==> src/rtl/apu_pkg.sv <==
// Shared APU frame-counter constants, $4017 bit positions and mode type.
package apu_pkg;

  localparam int STEP_Q1    = 7457;
  localparam int STEP_Q2    = 14913;
  localparam int STEP_Q3    = 22371;
  localparam int STEP4_LAST = 29829;
  localparam int STEP5_LAST = 37281;

  localparam int MODE_BIT    = 7;
  localparam int INHIBIT_BIT = 6;

  typedef enum logic {
    MODE_4STEP = 1'b0,
    MODE_5STEP = 1'b1
  } mode_e;

endpackage

==> src/rtl/frame_step_decode.sv <==
// Combinational step match of the frame counter against the active mode.
module frame_step_decode
  import apu_pkg::*;
#(
  parameter int CNT_WIDTH  = 16,
  parameter int STEP_Q1    = apu_pkg::STEP_Q1,
  parameter int STEP_Q2    = apu_pkg::STEP_Q2,
  parameter int STEP_Q3    = apu_pkg::STEP_Q3,
  parameter int STEP4_LAST = apu_pkg::STEP4_LAST,
  parameter int STEP5_LAST = apu_pkg::STEP5_LAST
) (
  input  logic [CNT_WIDTH-1:0] cnt_i,
  input  mode_e                mode_i,
  output logic                 quarter_hit_o,
  output logic                 half_hit_o,
  output logic                 last_hit_o,
  output logic                 irq_hit_o
);

  localparam logic [CNT_WIDTH-1:0] Q1 = CNT_WIDTH'(STEP_Q1);
  localparam logic [CNT_WIDTH-1:0] Q2 = CNT_WIDTH'(STEP_Q2);
  localparam logic [CNT_WIDTH-1:0] Q3 = CNT_WIDTH'(STEP_Q3);
  localparam logic [CNT_WIDTH-1:0] L4 = CNT_WIDTH'(STEP4_LAST);
  localparam logic [CNT_WIDTH-1:0] L5 = CNT_WIDTH'(STEP5_LAST);

  logic q1, q2, q3, l4, l5;

  assign q1 = (cnt_i == Q1);
  assign q2 = (cnt_i == Q2);
  assign q3 = (cnt_i == Q3);
  assign l4 = (cnt_i == L4);
  assign l5 = (cnt_i == L5);

  assign last_hit_o    = (mode_i == MODE_5STEP) ? l5 : l4;
  assign quarter_hit_o = q1 | q2 | q3 | last_hit_o;
  assign half_hit_o    = q2 | last_hit_o;
  assign irq_hit_o     = (mode_i == MODE_4STEP) & l4;

endmodule

==> src/rtl/frame_sequencer.sv <==
// APU frame sequencer: quarter/half-frame strobes, $4017 mode and frame IRQ.
// Optional IRQ logic is built only when FRAME_IRQ_EN is defined.
module frame_sequencer
  import apu_pkg::*;
#(
  parameter int CNT_WIDTH  = 16,
  parameter int STEP_Q1    = apu_pkg::STEP_Q1,
  parameter int STEP_Q2    = apu_pkg::STEP_Q2,
  parameter int STEP_Q3    = apu_pkg::STEP_Q3,
  parameter int STEP4_LAST = apu_pkg::STEP4_LAST,
  parameter int STEP5_LAST = apu_pkg::STEP5_LAST
) (
  input  logic       clk,
  input  logic       rst,
  input  logic [7:0] reg_4017,
  input  logic       reg_4017_event,
  input  logic       status_read,
  output logic       enable_240hz,
  output logic       enable_120hz,
  output logic       frame_irq
);

  logic [CNT_WIDTH-1:0] cnt_q, cnt_d;
  mode_e                mode_q;
  logic                 q240_q, q120_q;
  logic                 quarter_hit, half_hit, last_hit, irq_hit;

  frame_step_decode #(
    .CNT_WIDTH (CNT_WIDTH),
    .STEP_Q1   (STEP_Q1),
    .STEP_Q2   (STEP_Q2),
    .STEP_Q3   (STEP_Q3),
    .STEP4_LAST(STEP4_LAST),
    .STEP5_LAST(STEP5_LAST)
  ) u_decode (
    .cnt_i        (cnt_q),
    .mode_i       (mode_q),
    .quarter_hit_o(quarter_hit),
    .half_hit_o   (half_hit),
    .last_hit_o   (last_hit),
    .irq_hit_o    (irq_hit)
  );

  always_comb begin
    cnt_d = cnt_q + 1'b1;
    if (reg_4017_event || last_hit) cnt_d = '0;
  end

  // A write overrides any step match; 5-step writes clock immediately.
  always_ff @(posedge clk) begin
    if (rst) begin
      cnt_q  <= '0;
      mode_q <= MODE_4STEP;
      q240_q <= 1'b0;
      q120_q <= 1'b0;
    end else begin
      cnt_q <= cnt_d;
      if (reg_4017_event) begin
        mode_q <= mode_e'(reg_4017[MODE_BIT]);
        q240_q <= reg_4017[MODE_BIT];
        q120_q <= reg_4017[MODE_BIT];
      end else begin
        q240_q <= quarter_hit;
        q120_q <= half_hit;
      end
    end
  end

  assign enable_240hz = q240_q;
  assign enable_120hz = q120_q;

`ifdef FRAME_IRQ_EN
  logic inhibit_q, irq_q;
  logic unused_bits;

  always_ff @(posedge clk) begin
    if (rst) begin
      inhibit_q <= 1'b0;
      irq_q     <= 1'b0;
    end else begin
      if (reg_4017_event) inhibit_q <= reg_4017[INHIBIT_BIT];
      if (irq_hit && !inhibit_q && !reg_4017_event)
        irq_q <= 1'b1;
      else if (status_read || (reg_4017_event && reg_4017[INHIBIT_BIT]))
        irq_q <= 1'b0;
    end
  end

  assign frame_irq   = irq_q;
  assign unused_bits = ^reg_4017[5:0];
`else
  logic unused_bits;

  assign frame_irq   = 1'b0;
  assign unused_bits = ^{reg_4017[5:0], reg_4017[INHIBIT_BIT],
                         status_read, irq_hit};
`endif

endmodule

==> config.mk <==
export PLATFORM = sky130hd
export DESIGN_NAME = frame_sequencer
export DESIGN_NICKNAME = d
export VERILOG_FILES = /design/src/rtl/apu_pkg.sv /design/src/rtl/frame_step_decode.sv /design/src/rtl/frame_sequencer.sv
export SDC_FILE = /design/constraint.sdc
export NUM_CORES = 1
export LEC_CHECK = 0
export CORE_ASPECT_RATIO = 0.9
export CORE_UTILIZATION = 25
export CTS_CLUSTER_DIAMETER = 60
export DETAILED_ROUTE_END_ITERATION = 8
export SLEW_MARGIN = 20
export SYNTH_ARGS = -nofsm -noshare
export SYNTH_HDL_FRONTEND = slang
export SYNTH_SLANG_ARGS = --single-unit
==> constraint.sdc <==
create_clock -name clk -period 1.6 [get_ports clk]
set_input_delay 0.24 -clock clk [delete_from_list [all_inputs] [get_ports clk]]
set_output_delay 0.24 -clock clk [all_outputs]
set_load 0.03 [all_outputs]
# After elaboration in Yosys (flattened, before gate mapping)

Index checks and enable logic that the tools add are counted.

Register bits after elaboration: 19
Output and inout port bits: 3
Word-level logic and storage cells: 19

$add $sub $neg: 1
Equality and inequality tests: 5
Mux-type cells: 3
Bitwise gates (word level): 4
Reduce and logical (&&, ||, !) cells: 2

Operators by type and width:

| operator              | count |
|---|---|
| $eq 16x15->1 const B  | 2 |
| $add 16x1->16 const B | 1 |
| $eq 16x13->1 const B  | 1 |
| $eq 16x14->1 const B  | 1 |
| $eq 16x16->1 const B  | 1 |
| $or 1x1->1            | 4 |
| $mux 1                | 3 |
| $reduce_or 2->1       | 1 |
| $logic_or 1x1->1      | 1 |

# Depth between registers and ports, before layout

Gate-level depths: netlist (run 1).

Depth after elaboration: 5
Depth in mapped cells: 6

# Hierarchy

A second synthesis (run 1) with hierarchy kept.

Cells, all modules: 117
Area total of the unflattened synthesis: 1,012.2 um^2

By module, submodules not included:

| module            | times used | cells each | area an instance (um^2) |
|---|---|---|---|
| frame_sequencer   | 1          | 90         | 824.5 |
| frame_step_decode | 1          | 27         | 187.7 |

# Worst setup path after synthesis (run 1)

Ideal clock, no wire load.

Path kind: register to register
From: register cnt_q[10]
To: register cnt_q[0]
Arrival time: 1,611 ps
Data required time: 1,481 ps
Slack: -130 ps
Stages on the path, launching flop included: 6
Clock period less this slack: 1,730 ps
Cell sequence: dfxtp_1 bufbuf_8 or3b_2 a221oi_4 buf_6 nor3_1

Word-level cells in the longest chain between the ends: 4
Elaborated cells on any way between the ends: 5
Classes of those cells: eq/ne: 2; mux: 1; reduce/logical: 2

RTL lines:

| item                                                | RTL line                                         | text |
|---|---|---|
| from (decl)                                         | frame_sequencer.sv:23                            | `logic [CNT_WIDTH-1:0] cnt_q, cnt_d;` |
| from (signal assigned)                              | frame_sequencer.sv:57                            | `cnt_q <= cnt_d;` |
| $eq 16x15->1 / $eq 16x16->1 (equally long branches) | frame_step_decode.sv:31, frame_step_decode.sv:32 |  |
| $mux 1 (*)                                          | frame_step_decode.sv:34                          | `assign last_hit_o = (mode_i == MODE_5STEP) ? l5 : l4;` |
| $logic_or 1x1->1 (*)                                | frame_sequencer.sv:46                            | `if (reg_4017_event \|\| last_hit) cnt_d = '0;` |
| $reduce_or 2->1 (no source line) (*)                | n/a                                              |  |

Every way passes the cells marked *; elsewhere a longest branch is shown, timed or not.
A chain may end at the register's enable or synchronous reset.

# Worst setup path after layout (run 1)

From: register cnt_q[5]
To: register cnt_q[14]

Word-level cells in the longest chain between the ends: 4
Elaborated cells on any way between the ends: 6
Classes of those cells: add/sub: 1; eq/ne: 2; mux: 1; reduce/logical: 2

RTL lines:

| item |
|---|
| parallel branches: the longest is 4 deep, another holds $add 16x1->16 |

Parallel ways; which one is timed is not known.

==> run metrics, run 1 <==
Worst-Skew Late Latency=approximately 260 ps; Post-Syn Area=0.00109 mm^2; Primary FF master, synth=dfxtp_1; register area=385 um^2; Setup Crit Path Kind=flip-flop to flip-flop; Avg WL per Cell=13.5 um; total die area=between 0.004 and 0.005 mm^2; # diodes=0; clk_skew=1.39 ps; HPWL Detailed=between 1.5 and 2 mm; Routed WL=2.54 mm; Slew Limit Fails=0; CP Data Required Time=1730 ps; fin crit share=103%; Avg Synthesized Cell Area=9.36 um^2; CP Launch Type=flip-flop; initial core utilization=around a quarter; Period minus WS final=1650 ps; largest net degree at the start of global routing=17; critical path peak fanout=8; top area cells in the synthesized netlist=dfxtp_1 35%, nor3_1 7.8%, xor2_1 4.8%, nand4_1 4.0%, xnor2_1 4.0%; Synth Instances=116; initial antenna violation count=0; syn_nets=130; H-tree Lvls=1; IO Port Bufs=5; area leader, netlist=dfxtp_1; Worst Hold Class=flip-flop to flip-flop; failing checks=setup timing; grt ovf=0; DR vias=roughly 930; post-route ant nets=0; crit path DAT=1780 ps; setup ws final=-53.5 ps; asr flop ratio synth=0%; design area=0.00137 mm^2; via/cell ratio=a little under 5; Fin. Hold Viols=0; final setup fails=18; RSZ-0062 raised after global routing=yes; Distinct cells, synth=between 40 and 50; share of post-route cells with drive strength above 1=31.4%; dpl ws=-46.8 ps; clock tree buffer depth=2; vias in the first global route=978; top cell type's share of synthesized area=between 30% and 40%; fmax=605 MHz; Final Net Count=155; die height=64.5 um; GRT Util Overall=about 13%; DRC Markers=0; Pwr Density=635 mW/mm^2; outcome=finished, violations left; Critical Path Sink Type=flip-flop; Yosys Warn Count=0; Core Box Area=0.00413 mm^2; Placed Instance Area=0.00129 mm^2; fillers=435; first-pass GRT wire length=about 4.6 mm; worst vdd ir=0.000318 V; CTS tree=done; initial DRC count=54; TritonCTS buffer count=3; EDFF count, synth=0; number of synthesized register bits=19; Top Ports=15; sequential share of the synthesized area=35.0%; multi-input logic area=632 um^2; Sink Count=19; die width=71.5 um; gp weighted congestion=0.807; drt first pass iters=4; Synth top cells by count=19 x dfxtp_1, 17 x nor3_1, 8 x nand2_1; # Max-Cap Violations=0; cell with the most instances after synthesis=dfxtp_1; clock root buffer=clkbuf_8; P&R area growth vs syn=26.3%; clk slew on worst S/H paths=roughly 70 ps; FP Rows=22; Leakage=0.505 nW
-- cell usage in the layout (no fill, tap or decap), types with 2 or more instances in the layout --
master	netlist	layout
buf_4	2	22
dfxtp_1	19	15
nor3_1	17	14
nand2_1	8	7
nand4_1	7	7
nor2_1	6	6
xor2_1	6	6
xnor2_1	5	5
clkdlybuf4s50_1	0	5
dfxtp_2	0	4
inv_1	3	3
nand3_1	3	3
and4_1	3	3
nor3_2	0	3
clkbuf_8	1	3
nand4bb_1	2	2
a211oi_1	3	2
ha_1	2	2
buf_6	2	2
-- logic make-up (layout without fill, tap and decap cells) --
family          after synthesis  in the layout  synth area share (%)
simple gates                 58             58                  32.3
buf+inv                      12             36                  9.91
other cells                   1              1                 0.345
compound gates               12             12                  10.4
flops                        19             19                  35.0
fa+ha+maj                     2              2                  2.30
mux                           1              1                 0.922
xor+xnor                     11             11                  8.87
-- path summary, 6_finish.rpt --
| check | startpoint | end | slack [ps] | cells past startpoint |
|---|---|---|---|---|
| setup / recovery | cnt_q[5] | cnt_q[14] | -50 | 5 |
| hold / removal | cnt_q[0] | cnt_q[0] | 480 | 1 |
| setup reg to reg | cnt_q[5] | cnt_q[14] | -50 | 5 |
| hold reg to reg | cnt_q[0] | cnt_q[0] | 480 | 1 |
-- through the flow --
stage	setup TNS (ps)	utilization, %	power [mW]	hold WS [ps]	instances
finish	-744	33.2	0.871	482	188
global route	-1600	33.2	0.906	532	188
CTS	-857	33.0	0.883	489	188
detailed placement	-628	31.2	0.543	481	184
global placement	-9.42	31.2	0.542	467	184
floorplan	-865	-	0.528	312	116
-- metal layers --
metal,track usage (%),vias to the layer above,part of all wire [%]
li1,-,472,-
met1,15.6,452,48
met2,22.6,6,50
met3,2.80,3,1.8
met4,2.94,0,0.71
met5,0,-,0
-- report_power, final --
part / internal (mW) / switching (mW)
sequential: 0.479 / 0.00340
clock: 0.177 / 0.161
combinational: 0.0227 / 0.0276
total: 0.679 / 0.192
-- cell type report --
type | count | area share, %
timing repair buffer | 29 | 17.3
inverter | 3 | 0.821
clock buffer | 4 | 3.28
sequential | 19 | 28.1
multi-input combinational | 85 | 46.1
tap | 48 | 4.38
-- repair_timing --
action,in CTS,in global routing
hold buffers,0,0
setup buffers,0,0
gates resized for setup,7,1
endpoints found under the setup margin,18,18
pin swaps,1,0
-- state kept, by name, indices dropped and copies added, names as in the netlist --
register      flops
cnt_q            16
enable_120hz      1
enable_240hz      1
mode_q            1
-- worst max-delay path, stage by stage (launching register included) --
cell	delay, ps
dfxtp_2	330
nand4bb_1	180
or4_4	440
a221oi_4	330
buf_6	190
a211oi_1	60
Note: power is estimated with default switching activity, not from simulation.
==> run 2: changes to the inputs <==
--- a/config.mk
+++ b/config.mk
@@ -9,7 +9,9 @@
 export CORE_UTILIZATION = 25
 export CTS_CLUSTER_DIAMETER = 60
 export DETAILED_ROUTE_END_ITERATION = 8
+export MAX_ROUTING_LAYER = met4
 export SLEW_MARGIN = 20
 export SYNTH_ARGS = -nofsm -noshare
 export SYNTH_HDL_FRONTEND = slang
+export SYNTH_HIERARCHICAL = 1
 export SYNTH_SLANG_ARGS = --single-unit
==> run 2 against run 1 <==
  * The flow still finishes with violations (setup timing)
  * Worst hold slack better by 56 ps
  * Die area is 6.6% lower
  * Clock power decreased by 2%
  * Global-route usage about the same
  * Worst setup slack improved by 25 ps
  * Sequential share of layout area down 0.46 points
  * Total power is 0.96% higher
  * Design area is 4.3% higher
  * Fmax rose by 1.5%
  * Largest power group unchanged
  * Highest routed layer unchanged
==> run metrics, run 2 <==
Post-Syn Area=0.00101 mm^2 (-6.8%); clk slew on worst S/H paths=70 ps (about the same); Avg WL per Cell=12.3 um (-9.3%); CP Data Required Time=1790 ps (+60 ps); Slew Limit Fails=0 (unchanged); design area=0.00143 mm^2 (+4.3%); # diodes=0 (unchanged); total die area=0.00431 mm^2 (-6.6%); cell with the most instances after synthesis=dfxtp_1; register area=395 um^2 (+2.6%); worst reg2reg path depth=8 (+3); area leader, netlist=dfxtp_1; dpl ws=-22.5 ps (+24.4 ps); gp weighted congestion=0.828 (+2.6%); Sink Count=19 (unchanged); initial DRC count=42 (-22%); P&R area growth vs syn=41.3%; asr flop ratio synth=0% (unchanged); outcome=finished, violations left; top cell type's share of synthesized area=37.6% (+2.6 points); Primary FF master, synth=dfxtp_1; fmax=614 MHz (+1.5%); Core Box Area=0.00378 mm^2 (-8.4%); drt first pass iters=4 (unchanged); initial antenna violation count=0 (unchanged); share of post-route cells with drive strength above 1=41.5% (+10 points); HPWL Detailed=1.68 mm (-14%); critical path peak fanout=8 (unchanged); Biggest register=cnt_q; Avg Synthesized Cell Area=8.65 um^2 (-7.6%); R2R Path End=cnt_q[15]; multi-input logic area=663 um^2 (+5.0%); Distinct cells, synth=33 (-23%); clock tree buffer depth=2 (unchanged); crit path DAT=1820 ps (+40 ps); vias in the first global route=956 (-2.2%); clk_skew=2.35 ps (+0.953 ps); # Max-Cap Violations=0 (unchanged); DR vias=918 (-1.6%); Final Net Count=161 (+3.9%); Synth top cells by count=19 x dfxtp_1, 17 x nor2_1, 9 x nand2_1, 9 x xnor2_1; Pwr Density=615 mW/mm^2 (-3.2%); Routed WL=2.37 mm (-6.9%); RSZ-0062 raised after global routing=yes; syn_nets=130 (unchanged); TritonCTS buffer count=3 (unchanged); FP Rows=21 (-4.5%); worst vdd ir=0.000370 V (+16%); die width=69.1 um (-3.4%); initial core utilization=26.8% (+0.45 points); Placed Instance Area=0.00128 mm^2 (-0.29%); largest net degree at the start of global routing=11 (-6); most frequent cells in the layout=22 x buf_4, 11 x nor2_1, 11 x dfxtp_1; Top Ports=15 (unchanged); failing checks=setup timing; Worst Hold Class=flip-flop to flip-flop; reg2reg start=cnt_q[3]; Synth Instances=117 (+0.86%); Yosys Warn Count=6 (+6); setup ws final=-28.4 ps (+25.0 ps); final total power=0.879 mW (+0.96%); die height=62.4 um (-3.4%); fin crit share=102% (-1.6 points); EDFF count, synth=0 (unchanged); reg2reg setup slack=-30 ps (+30 ps); via/cell ratio=4.76 (-4.2%); Leakage=0.495 nW (-1.9%); crit path capture=cnt_q[15]; CP Launch Type=flip-flop; Fin. Hold Viols=0 (unchanged); commonest non-fill, non-tap cell in the layout=buf_4; CTS tree=done; number of synthesized register bits=19 (unchanged); fillers=392 (-9.9%); final setup fails=7 (-11); GRT Util Overall=12.7% (+0.039 points); Critical Path Sink Type=flip-flop; Period minus WS final=1630 ps (-25.0 ps); grt ovf=0 (unchanged); Worst-Skew Late Latency=260 ps (about the same); DRC Markers=0 (unchanged); clock root buffer=clkbuf_8; IO Port Bufs=5 (unchanged); first-pass GRT wire length=4.35 mm (-5.4%); Setup Crit Path Kind=flip-flop to flip-flop; CP Launch Point=cnt_q[3]; sequential share of the synthesized area=37.6% (+2.6 points); hold_buf cts=0 (unchanged); top area cells in the synthesized netlist=dfxtp_1 38%, xnor2_1 7.8%, nor2_1 6.3%, nand2b_1 3.7%, nor4_2 3.7%; post-route ant nets=0 (unchanged); H-tree Lvls=1 (unchanged); Largest register FFs=16 (unchanged)
run 2: cell count changes in the layout (fill, tap and decap cells not counted), moves of 4 or more:
cell | previous run | this run
nand2b_1 | 0 | 6
nor3_1 | 14 | 4
xnor2_1 | 5 | 9
a21oi_2 | 0 | 4
nand4_1 | 7 | 2
dfxtp_1 | 15 | 11
xor2_1 | 6 | 2
nor2_1 | 6 | 11
run 2: cell families after synthesis:
family | count (synthesis) | synth area share (%)
xor gates and xnor gates | 11 | 9.52
and+or+nand+nor | 64 | 40.0
adders and majority gates | 1 | 1.24
buffers and inverters | 9 | 3.83
DFF | 19 | 37.6
AOI/OAI and AO/OA | 12 | 7.42
other | 1 | 0.370
run 2: final cells by class:
| class | count | area share, % |
|---|---|---|
| Clock buffer | 4 | 3.15 |
| Inverter | 6 | 1.57 |
| Multi-Input combinational cell | 89 | 46.4 |
| Sequential cell | 19 | 27.6 |
| Tap cell | 46 | 4.02 |
| Timing Repair Buffer | 29 | 17.2 |
run 2: power breakdown:
part	leakage, nW	internal (mW)	switching [mW]
logic	0.314	0.0329	0.0364
clock network	0.0228	0.177	0.154
registers	0.158	0.476	0.00279
run 2: stage by stage:
stage          TNS [ps]  hold WS (ps)  std cells  utilization [%]
2_1_floorplan      -538           309        117                -
3_3_place_gp      -5.75           505        187             33.9
3_5_place_dp      -37.6           512        187             33.9
4_1_cts           -42.2           540        193             35.9
5_1_grt           -2180           570        193             37.8
6_report           -105           537        193             37.8
run 2: how the worst min path moves through the flow:
stage                         endpoint      from  cells after the start  slack (ps)
after floorplan           enable_120hz       rst                      1         310
after detailed placement      cnt_q[5]  cnt_q[5]                      2         510
after global routing          cnt_q[0]  cnt_q[0]                      2         570
final                         cnt_q[0]  cnt_q[0]                      2         540
after CTS                     cnt_q[0]  cnt_q[0]                      2         540
after global placement        cnt_q[5]  cnt_q[5]                      2         510
run 2: timing repair:
item,CTS,global route
setup endpoints to repair,15,18
gates cloned,1,0
setup buffers,1,0
gates resized for setup,5,19
pin swaps,0,3
run 2: worst max-delay path, stage by stage (launching register included):
cell	delay (ps)
dfxtp_2	320
nand2b_1	150
nand2b_1	190
nor4_4	50
a31oi_2	160
inv_1	60
or3_4	370
buf_12	170
a21oi_2	100
run 2: layer usage:
| metal | part of all wire [%] | vias to the layer above | global-route usage, % |
|---|---|---|---|
| met3 | 3.1 | 2 | 3.57 |
| met2 | 48 | 13 | 21.1 |
| met5 | 0 | - | - |
| li1 | - | 464 | - |
| met1 | 49 | 439 | 15.8 |
| met4 | 0.42 | 0 | 1.53 |
==> run 3: changes to the inputs <==
--- a/config.mk
+++ b/config.mk
@@ -7,6 +7,7 @@
 export LEC_CHECK = 0
 export CORE_ASPECT_RATIO = 0.9
 export CORE_UTILIZATION = 25
+export CTS_BUF_LIST = sky130_fd_sc_hd__clkbuf_8
 export CTS_CLUSTER_DIAMETER = 60
 export DETAILED_ROUTE_END_ITERATION = 8
 export MAX_ROUTING_LAYER = met4
==> constraint.sdc (replaced) <==
create_clock -name clk -period 1.7 [get_ports clk]
set_input_delay 0.255 -clock clk [delete_from_list [all_inputs] [get_ports clk]]
set_output_delay 0.255 -clock clk [all_outputs]
set_load 0.03 [all_outputs]
==> run 3 against run 2 <==
  * The flow now finishes without violations
  * Worst hold slack worse by 48 ps
  * Fmax is 0.43% higher
  * First-iteration DRC count decreased by 17%
  * Clock skew is 7.8 ps higher
==> run metrics, run 3 (synthesis results as in run 2) <==
outcome=completed; # diodes=0 (unchanged); design area=0.00141 mm^2 (-1.7%); hold_buf cts=0 (unchanged); clk_skew=10.1 ps (+7.80 ps); initial DRC count=35 (-17%); Slew Limit Fails=0 (unchanged); H-tree Lvls=1 (unchanged); crit path DAT=1830 ps (about the same); DRC Markers=0 (unchanged); drt first pass iters=4 (unchanged); CP Data Required Time=1900 ps (+110 ps); Fin. Hold Viols=0 (unchanged); Placed Instance Area=0.00124 mm^2 (-3.0%); fillers=385 (-1.8%); Worst Hold Class=flip-flop to flip-flop; cell internal pwr=0.644 mW (-6.1%); share of post-route cells with drive strength above 1=41.7% (+0.17 points); fmax=617 MHz (+0.43%); DR vias=914 (-0.44%); Core Box Area=0.00378 mm^2 (unchanged); vias in the first global route=851 (-11%); GRT Util Overall=11.2% (-1.5 points); fin crit share=95.4% (-6.4 points); IO Port Bufs=5 (unchanged); Critical Path Sink Type=flip-flop; TritonCTS buffer count=3 (unchanged); Leakage=0.482 nW (-2.6%); switching pwr=0.199 mW (+3.0%); post-route ant nets=0 (unchanged); initial core utilization=26.8% (unchanged); most frequent cells in the layout=19 x buf_4, 11 x nor2_1, 11 x dfxtp_1; clock root buffer=clkbuf_8; P&R area growth vs syn=38.8%; Biggest register=cnt_q; CTS tree=done; Top Ports=15 (unchanged); final setup fails=0 (-7); switch share=23.6% (+1.6 points); Routed WL=2.39 mm (+1.1%); RSZ-0062 raised after global routing=yes; Pwr Density=600 mW/mm^2 (-2.4%); Sink Count=19 (unchanged); HPWL Detailed=1.61 mm (-4.1%); initial antenna violation count=0 (unchanged); Gate power share=7.0% (-0.9 points); register share of total power=53.8% (-0.6 points); clk slew on worst S/H paths=80 ps (about the same); die height=62.4 um (unchanged); FP Rows=21 (unchanged); clock tree buffer depth=2 (unchanged); clock power share=39.3% (+1.6 points); commonest non-fill, non-tap cell in the layout=buf_4; Util after Layout=37.1% (-0.66 points); Setup Crit Path Kind=flip-flop to flip-flop; setup ws final=78.5 ps (+107 ps); critical path peak fanout=8 (unchanged); total die area=0.00431 mm^2 (unchanged); grt ovf=0 (unchanged); Worst-Skew Late Latency=260 ps (about the same); worst vdd ir=0.000270 V (-27%); die width=69.1 um (unchanged); CP Launch Type=flip-flop; Final Net Count=158 (-1.9%); Largest register FFs=16 (unchanged); # Max-Cap Violations=0 (unchanged); Avg WL per Cell=12.6 um (+2.7%); via/cell ratio=4.81 (+1.1%); gp weighted congestion=0.865 (+4.5%); Period minus WS final=1620 ps (-6.89 ps); largest net degree at the start of global routing=17 (+6); first-pass GRT wire length=3.75 mm (-14%); dpl ws=-32.1 ps (-9.58 ps)
==> run 3: changes by cell type in the layout (fill, tap and decap cells not counted), sizes merged <==
| cell | previous run | this run |
|---|---|---|
| buf | 24 | 21 |
| clkbuf | 4 | 3 |
| clkinvlp | 0 | 1 |
==> run 3: area by class of cell <==
class / count / area [um^2] / area share (%)
Timing Repair Buffer: 26 / 224 / 15.9
Tap cell: 46 / 57.6 / 4.10
Multi-Input combinational cell: 89 / 662 / 47.1
Sequential cell: 19 / 390 / 27.8
Clock buffer: 3 / 41.3 / 2.94
Inverter: 6 / 22.5 / 1.60
Clock inverter: 1 / 7.51 / 0.534
==> run 3: critical path: stages (launching register included) <==
cell      delay [ps]
dfxtp_2          330
and4bb_1         200
nand2b_1         140
nor4_4            50
a31oi_2          160
inv_1             50
or3_4            360
buf_12           160
nor2_2           100
==> run 3: path summary, 6_finish.rpt <==
check / start / endpoint / slack (ps) / cells past startpoint
worst max-delay path: cnt_q[11] / cnt_q[11] / 80 / 8
worst max register to register: cnt_q[11] / cnt_q[11] / 80 / 8
worst min-delay path: mode_q / mode_q / 490 / 2
worst min register to register: mode_q / mode_q / 490 / 2
==> run 3: per-stage QoR <==
step	TNS, ps	std cells	power (mW)	hold slack (ps)
finish	0	190	0.843	489
global route	-102	190	0.886	531
CTS	0	189	0.847	516
detailed placement	-69.3	183	0.510	499
global placement	0	183	0.509	496
floorplan	0	117	0.491	324
==> run 3: repair_timing <==
item | 4_1_cts | 5_1_grt
setup endpoints to repair | 15 | 18
pin swaps | 0 | 6
setup buffers | 2 | 0
cloned | 0 | 1
resized for setup | 1 | 25
==> run 3: power by group through the flow <==
stage          clock network, mW  logic (mW)  registers, mW
6_report                   0.331      0.0588          0.453
5_1_grt                    0.369      0.0632          0.454
4_1_cts                    0.346      0.0479          0.453
3_5_place_dp                   0      0.0465          0.463
3_3_place_gp                   0      0.0456          0.463
2_1_floorplan                  0      0.0226          0.468
==> run 3: routing by layer <==
layer  global-route usage [%]  wire (um)
met1                     12.4       1120
met2                     18.7       1170
met3                     3.90         77
met4                     4.08         24
met5                        -          0
==> RTL change 1, RTL diff (config.mk and constraints of run 3) <==
`CNT_WIDTH` is set to 16 in 2 places; all go to 12.
--- a/src/rtl/frame_step_decode.sv
+++ b/src/rtl/frame_step_decode.sv
@@ -4,3 +4,3 @@
 #(
-  parameter int CNT_WIDTH  = 16,
+  parameter int CNT_WIDTH  = 12,
   parameter int STEP_Q1    = apu_pkg::STEP_Q1,
--- a/src/rtl/frame_sequencer.sv
+++ b/src/rtl/frame_sequencer.sv
@@ -5,3 +5,3 @@
 #(
-  parameter int CNT_WIDTH  = 16,
+  parameter int CNT_WIDTH  = 12,
   parameter int STEP_Q1    = apu_pkg::STEP_Q1,
Function: same outputs for any inputs over 10 cycles, from zero or initial values and one cycle with rst high; that may be too few to reach the edited logic, so the function may still have changed.
==> RTL change 1 against run 3 <==
  * Wire length shrank 20%
  * First-iteration DRC count is 23% higher
  * Critical endpoint is now cnt_q[5]
  * Design area shrank 24%
  * Die area decreased by 22%
  * Sequential share of layout area up 0.59 points
  * Power is 19% lower
  * Via count fell by 19%
  * Area after synthesis fell by 23%
  * Clock power is 18% lower
  * Synthesized cell count is 21% lower
  * Sequential power decreased by 20%
  * Sequential cell count shrank 4
  * Setup slack got worse by 42 ps
==> RTL change 1: results (changes against run 3) <==
stage	metric	value	unit	change
route	dr.pass1.iters	4		unchanged
placement	final_hpwl_from_detailed_placement	1312	um	was 1614 um
route	postRouteWirelength	1923	um	was 2393 um
worst_hold_path	timing.hold.worst_path_depth	1		was 2
placement	port-buffer-count	5		unchanged
yosys	synthesis.area_per_instance	8.459	um^2	was 8.651 um^2
clock_tree	clk_pin_slew	60	ps	was 80 ps
layout	drive_above_1_share	26.13	%	was 41.67%
run_status	run_status	finished clean		unchanged
placement	post_dp_cell_area	969.7	um^2	was 1245 um^2
power	power_leakage	0.3492	nW	was 0.4824 nW
power	vdd_ir_drop_max	573.7	uV	was 269.8 uV
route	via_count	736		was 914
yosys	warning_count_from_the_yosys_run	6		unchanged
grt	grt_pass1_vias	656		was 851
yosys	synth.net_count	105		was 130
clock_tree	root_buffer	sky130_fd_sc_hd__clkbuf_8		unchanged
clock_tree	cts_made_buffers	3		unchanged
clock_tree	buffer_levels_on_the_longest_clock_path	2		unchanged
grt	grt_antenna_before_repair	0		unchanged
clock_tree	cts.htree.levels	1		unchanged
route	avgViaCountPerCell	4.874		was 4.811
setup_path	timing.critical_path.from	cnt_q[5]		was cnt_q[11]
sta	fin_tns_setup	0	ps	unchanged
grt	grt_first_pass_wirelength	2967	um	was 3746 um
layout	largest_register_ffs	12		was 16
layout	largest-register	cnt_q		unchanged
setup_path	worst-path-max-fanout	9		was 8
grt	grt_max_degree	10		was 17
placement	routabilityCongestion	0.8395		was 0.8649
placement	number_of_cells_after_detailed_placement	147		was 183
route	drt_iter0_markers	43		was 35
layout	nets	125		was 158
layout	n_antenna_cell	0		unchanged
worst_hold_path	hold_path_startpoint	cnt_q[0]		was mode_q
worst_hold_path	hp-class	flip-flop to flip-flop		unchanged
setup_path	r2r.worst_path.cells	6		was 8
sta	fin_worst_skew	3.546	ps	was 10.15 ps
setup_path	arrival	1790	ps	was 1830 ps
placement	preCtsSetupSlack	22.94	ps	was -32.05 ps
grt	grt_usage	12.61	%	was 11.23%
clock_tree	worst_skew_pair.late_latency	240	ps	was 260 ps
clock_tree	postCtsSetupBuffers	0		was 2
==> RTL change 1: critical path, cell delays in order, from the launching register on <==
cell                      delay, ps
sky130_fd_sc_hd__dfxtp_2        330
sky130_fd_sc_hd__or4b_4         540
sky130_fd_sc_hd__mux2i_4        180
sky130_fd_sc_hd__nor2b_4        190
sky130_fd_sc_hd__or3_4          140
sky130_fd_sc_hd__buf_12         120
sky130_fd_sc_hd__a21oi_1         50
==> RTL change 1: final timing paths <==
path	endpoint	slack, ps
setup / recovery	cnt_q[5]	40
setup reg to reg	cnt_q[5]	40
hold / removal	cnt_q[0]	470
hold reg to reg	cnt_q[0]	470
==> RTL change 1: what timing repair did <==
item,in CTS,in global routing
setup endpoints to repair,0,14
hold buffers,0,0
gates resized for setup,0,12
==> RTL change 1: routing by layer <==
metal	global-route usage, %	part of all wire (%)
met1	16.07	46
met2	19.23	48
met3	3.721	5.3
met4	4.167	0.52
met5	-	0
==> RTL change 1: power breakdown <==
| part | internal (mW) | leakage (nW) | total (mW) | switching [mW] |
|---|---|---|---|---|
| registers | 0.357 | 0.123 | 0.361 | 0.00339 |
| logic | 0.0248 | 0.200 | 0.0517 | 0.0269 |
| clock network | 0.159 | 0.0269 | 0.273 | 0.114 |
| total | 0.541 | 0.349 | 0.686 | 0.144 |
==> RTL change 1: final cells by class <==
| cell class | count | area [um^2] |
|---|---|---|
| multi-input combinational | 71 | 501.7 |
| clock inverter | 1 | 3.754 |
| clock buffer | 3 | 41.29 |
| tap | 40 | 50.05 |
| sequential | 15 | 302.8 |
| inverter | 4 | 15.01 |
| timing repair buffer | 17 | 152.6 |
| fill | 288 | 1793 |
==> RTL change 2, RTL diff (settings of run 3) <==
Without the edit above. Register the output `enable_120hz` once more, cleared by the reset; this adds one clock of latency there. The other outputs are not delayed to match.
--- a/src/rtl/frame_sequencer.sv
+++ b/src/rtl/frame_sequencer.sv
@@ -69,3 +69,9 @@
   assign enable_240hz = q240_q;
-  assign enable_120hz = q120_q;
+  always_ff @(posedge clk) begin
+    if (rst) begin
+      enable_120hz <= '0;
+    end else begin
+      enable_120hz <= q120_q;
+    end
+  end
 
Function: changed (Yosys sat finds a counterexample within 4 cycles, from zero or initial values and one cycle with rst high).
==> RTL change 2 against run 3 <==
  * Area after synthesis is 2.8% higher
  * Design area is the same
  * Count of clock-buffer cells in the layout grew 1
  * Setup slack worse by 65 ps
  * Wire length fell by 0.17%
  * Global-route usage shrank 0.31 points
  * Synthesized cell count is 1.7% higher
  * Die area rose by 2.8%
  * Sequential share of layout area is 1.2 points higher
  * Sequential cell count up 1
  * Power up 6.2%
  * Via count increased by 0.98%
  * Largest power group unchanged
  * Highest routed layer unchanged
==> RTL change 2: results (changes against run 3) <==
stage	metric	value	unit	change
run_status	run_status	finished clean		unchanged
placement	preCtsSetupSlack	-31.55	ps	was -32.05 ps
setup_path	worst-path-max-fanout	9		was 8
clock_tree	cts_made_buffers	3		unchanged
layout	drive_above_1_share	36.99	%	was 41.67%
clock_tree	postCtsHoldBufs	0		unchanged
placement	post_dp_cell_area	1281	um^2	was 1245 um^2
placement	port-buffer-count	5		unchanged
placement	final_hpwl_from_detailed_placement	1692	um	was 1614 um
worst_hold_path	hp-class	flip-flop to flip-flop		unchanged
layout	largest_register_ffs	16		unchanged
grt	grt_usage	10.92	%	was 11.23%
yosys	warning_count_from_the_yosys_run	6		unchanged
layout	n_antenna_cell	0		unchanged
yosys	synth_top_cells_by_area	sky130_fd_sc_hd__dfxtp_1, sky130_fd_sc_hd__xnor2_1, sky130_fd_sc_hd__nor2_1		unchanged
yosys	ys_top_cells_by_count	sky130_fd_sc_hd__dfxtp_1, sky130_fd_sc_hd__nor2_1, sky130_fd_sc_hd__nand2_1, sky130_fd_sc_hd__xnor2_1		unchanged
grt	grt_antenna_before_repair	0		unchanged
route	routedWlPerCell	12.44	um	was 12.59 um
clock_tree	worst_skew_pair.late_latency	260	ps	about the same
route	drt_iter0_markers	51		was 35
worst_hold_path	hold_path_startpoint	q120_q		was mode_q
route	dr.pass1.iters	4		unchanged
clock_tree	cts.htree.levels	1		unchanged
sta	highest_achievable_clock_rate	0.5930	GHz	was 0.6167 GHz
setup_path	r2r.worst_path.cells	8		unchanged
clock_tree	buffer_levels_on_the_longest_clock_path	2		unchanged
grt	grt_first_pass_wirelength	3850	um	was 3746 um
power	power_leakage	0.4945	nW	was 0.4824 nW
setup_path	r2r_slack	10	ps	was 80 ps
yosys	synth-main-ff-cell	sky130_fd_sc_hd__dfxtp_1		unchanged
clock_tree	clk_pin_slew	70	ps	
yosys	synth.lib_cells_used.distinct	35		was 33
grt	grt_max_degree	12		was 17
yosys	postSynth.asyncResetShare	0	%	unchanged
power	vdd_ir_drop_max	208.4	uV	was 269.8 uV
grt	grt_pass1_vias	904		was 851
sta	fin_worst_skew	2.075	ps	was 10.15 ps
sta	holdWs	454.0	ps	was 489.0 ps
layout	largest-register	cnt_q		unchanged
placement	routabilityCongestion	0.7500		was 0.8649
yosys	synth.net_count	132		was 130
route	via_count	923		was 914
layout	num-fill-cells	403		was 385
layout	nets	160		was 158
clock_tree	root_buffer	sky130_fd_sc_hd__clkbuf_8		unchanged
setup_path	timing.rr.end	cnt_q[12]		was cnt_q[11]
worst_hold_path	timing.hold.worst_path_depth	1		was 2
worst_hold_path	min_to	enable_120hz		was mode_q
setup_path	critical_path.reg2reg.startpoint	cnt_q[15]		was cnt_q[11]
yosys	yosysSeqAreaShare	38.46	%	was 37.58%
setup_path	arrival	1880	ps	was 1830 ps
[RTL change 2: cell types whose count changed after synthesis]
cell | run 3 | this run
sky130_fd_sc_hd__nor2_1 | 17 | 16
sky130_fd_sc_hd__nor2_2 | 0 | 1
sky130_fd_sc_hd__nor2b_1 | 0 | 1
sky130_fd_sc_hd__dfxtp_1 | 19 | 20
[RTL change 2: worst max-delay path by stage]
stage                   start            to  depth (start not counted)
global placement    cnt_q[15]      cnt_q[8]                          8
global route        cnt_q[12]  enable_240hz                          7
floorplan           cnt_q[15]     cnt_q[10]                          9
detailed placement  cnt_q[15]      cnt_q[5]                          8
CTS                 cnt_q[15]     cnt_q[15]                          8
finish              cnt_q[15]     cnt_q[12]                          8
[RTL change 2: per-stage QoR]
stage,std cells,TNS (ps)
5_1_grt,192,-532.7
3_3_place_gp,186,0
4_1_cts,192,0
2_1_floorplan,119,0
3_5_place_dp,186,-145.8
6_report,192,0
[RTL change 2: final cells by class]
cell class	instances	area [um^2]	area share, %
flip-flops and latches	20	407.9	29.03
multi-input cells	90	646.9	46.04
repair buffers	26	215.2	15.32
clock buffers	4	55.05	3.918
well taps	46	57.56	4.096
inverters	6	22.52	1.603
[RTL change 2: critical path, cell delays in order (launching register included)]
cell	delay, ps
sky130_fd_sc_hd__dfxtp_2	330
sky130_fd_sc_hd__and4bb_1	220
sky130_fd_sc_hd__nand2b_1	140
sky130_fd_sc_hd__nor4_4	70
sky130_fd_sc_hd__a31oi_2	170
sky130_fd_sc_hd__inv_1	50
sky130_fd_sc_hd__or3_4	380
sky130_fd_sc_hd__buf_6	150
sky130_fd_sc_hd__nor2_1	110
[RTL change 2: timing repair]
action                                  in CTS  in global routing
pin swaps                                    0                  1
endpoints found under the setup margin      16                 17
gates resized for setup                      4                  9
setup buffers                                2                  0
[RTL change 2: routing by layer]
metal	vias up	wire length, um	track usage, %
met1	444	1103	12.46
met2	13	1193	18.75
li1	462	-	-
met4	0	21	2.500
met3	4	71	3.360
met5	-	0	-
[RTL change 2: cells by family after synthesis]
logic type | after synthesis | synth area share (%)
other | 1 | 0.3602
DFF | 20 | 38.46
buffers and inverters | 9 | 3.725
adders and majority gates | 1 | 1.202
and+or+nand+nor | 65 | 39.78
xor gates and xnor gates | 11 | 9.256
AOI/OAI and AO/OA | 12 | 7.211
[RTL change 2: where the power goes]
part | internal [mW] | switching (mW)
logic | 0.0256 | 0.0290
clock network | 0.206 | 0.158
registers | 0.474 | 0.00267
total | 0.706 | 0.189
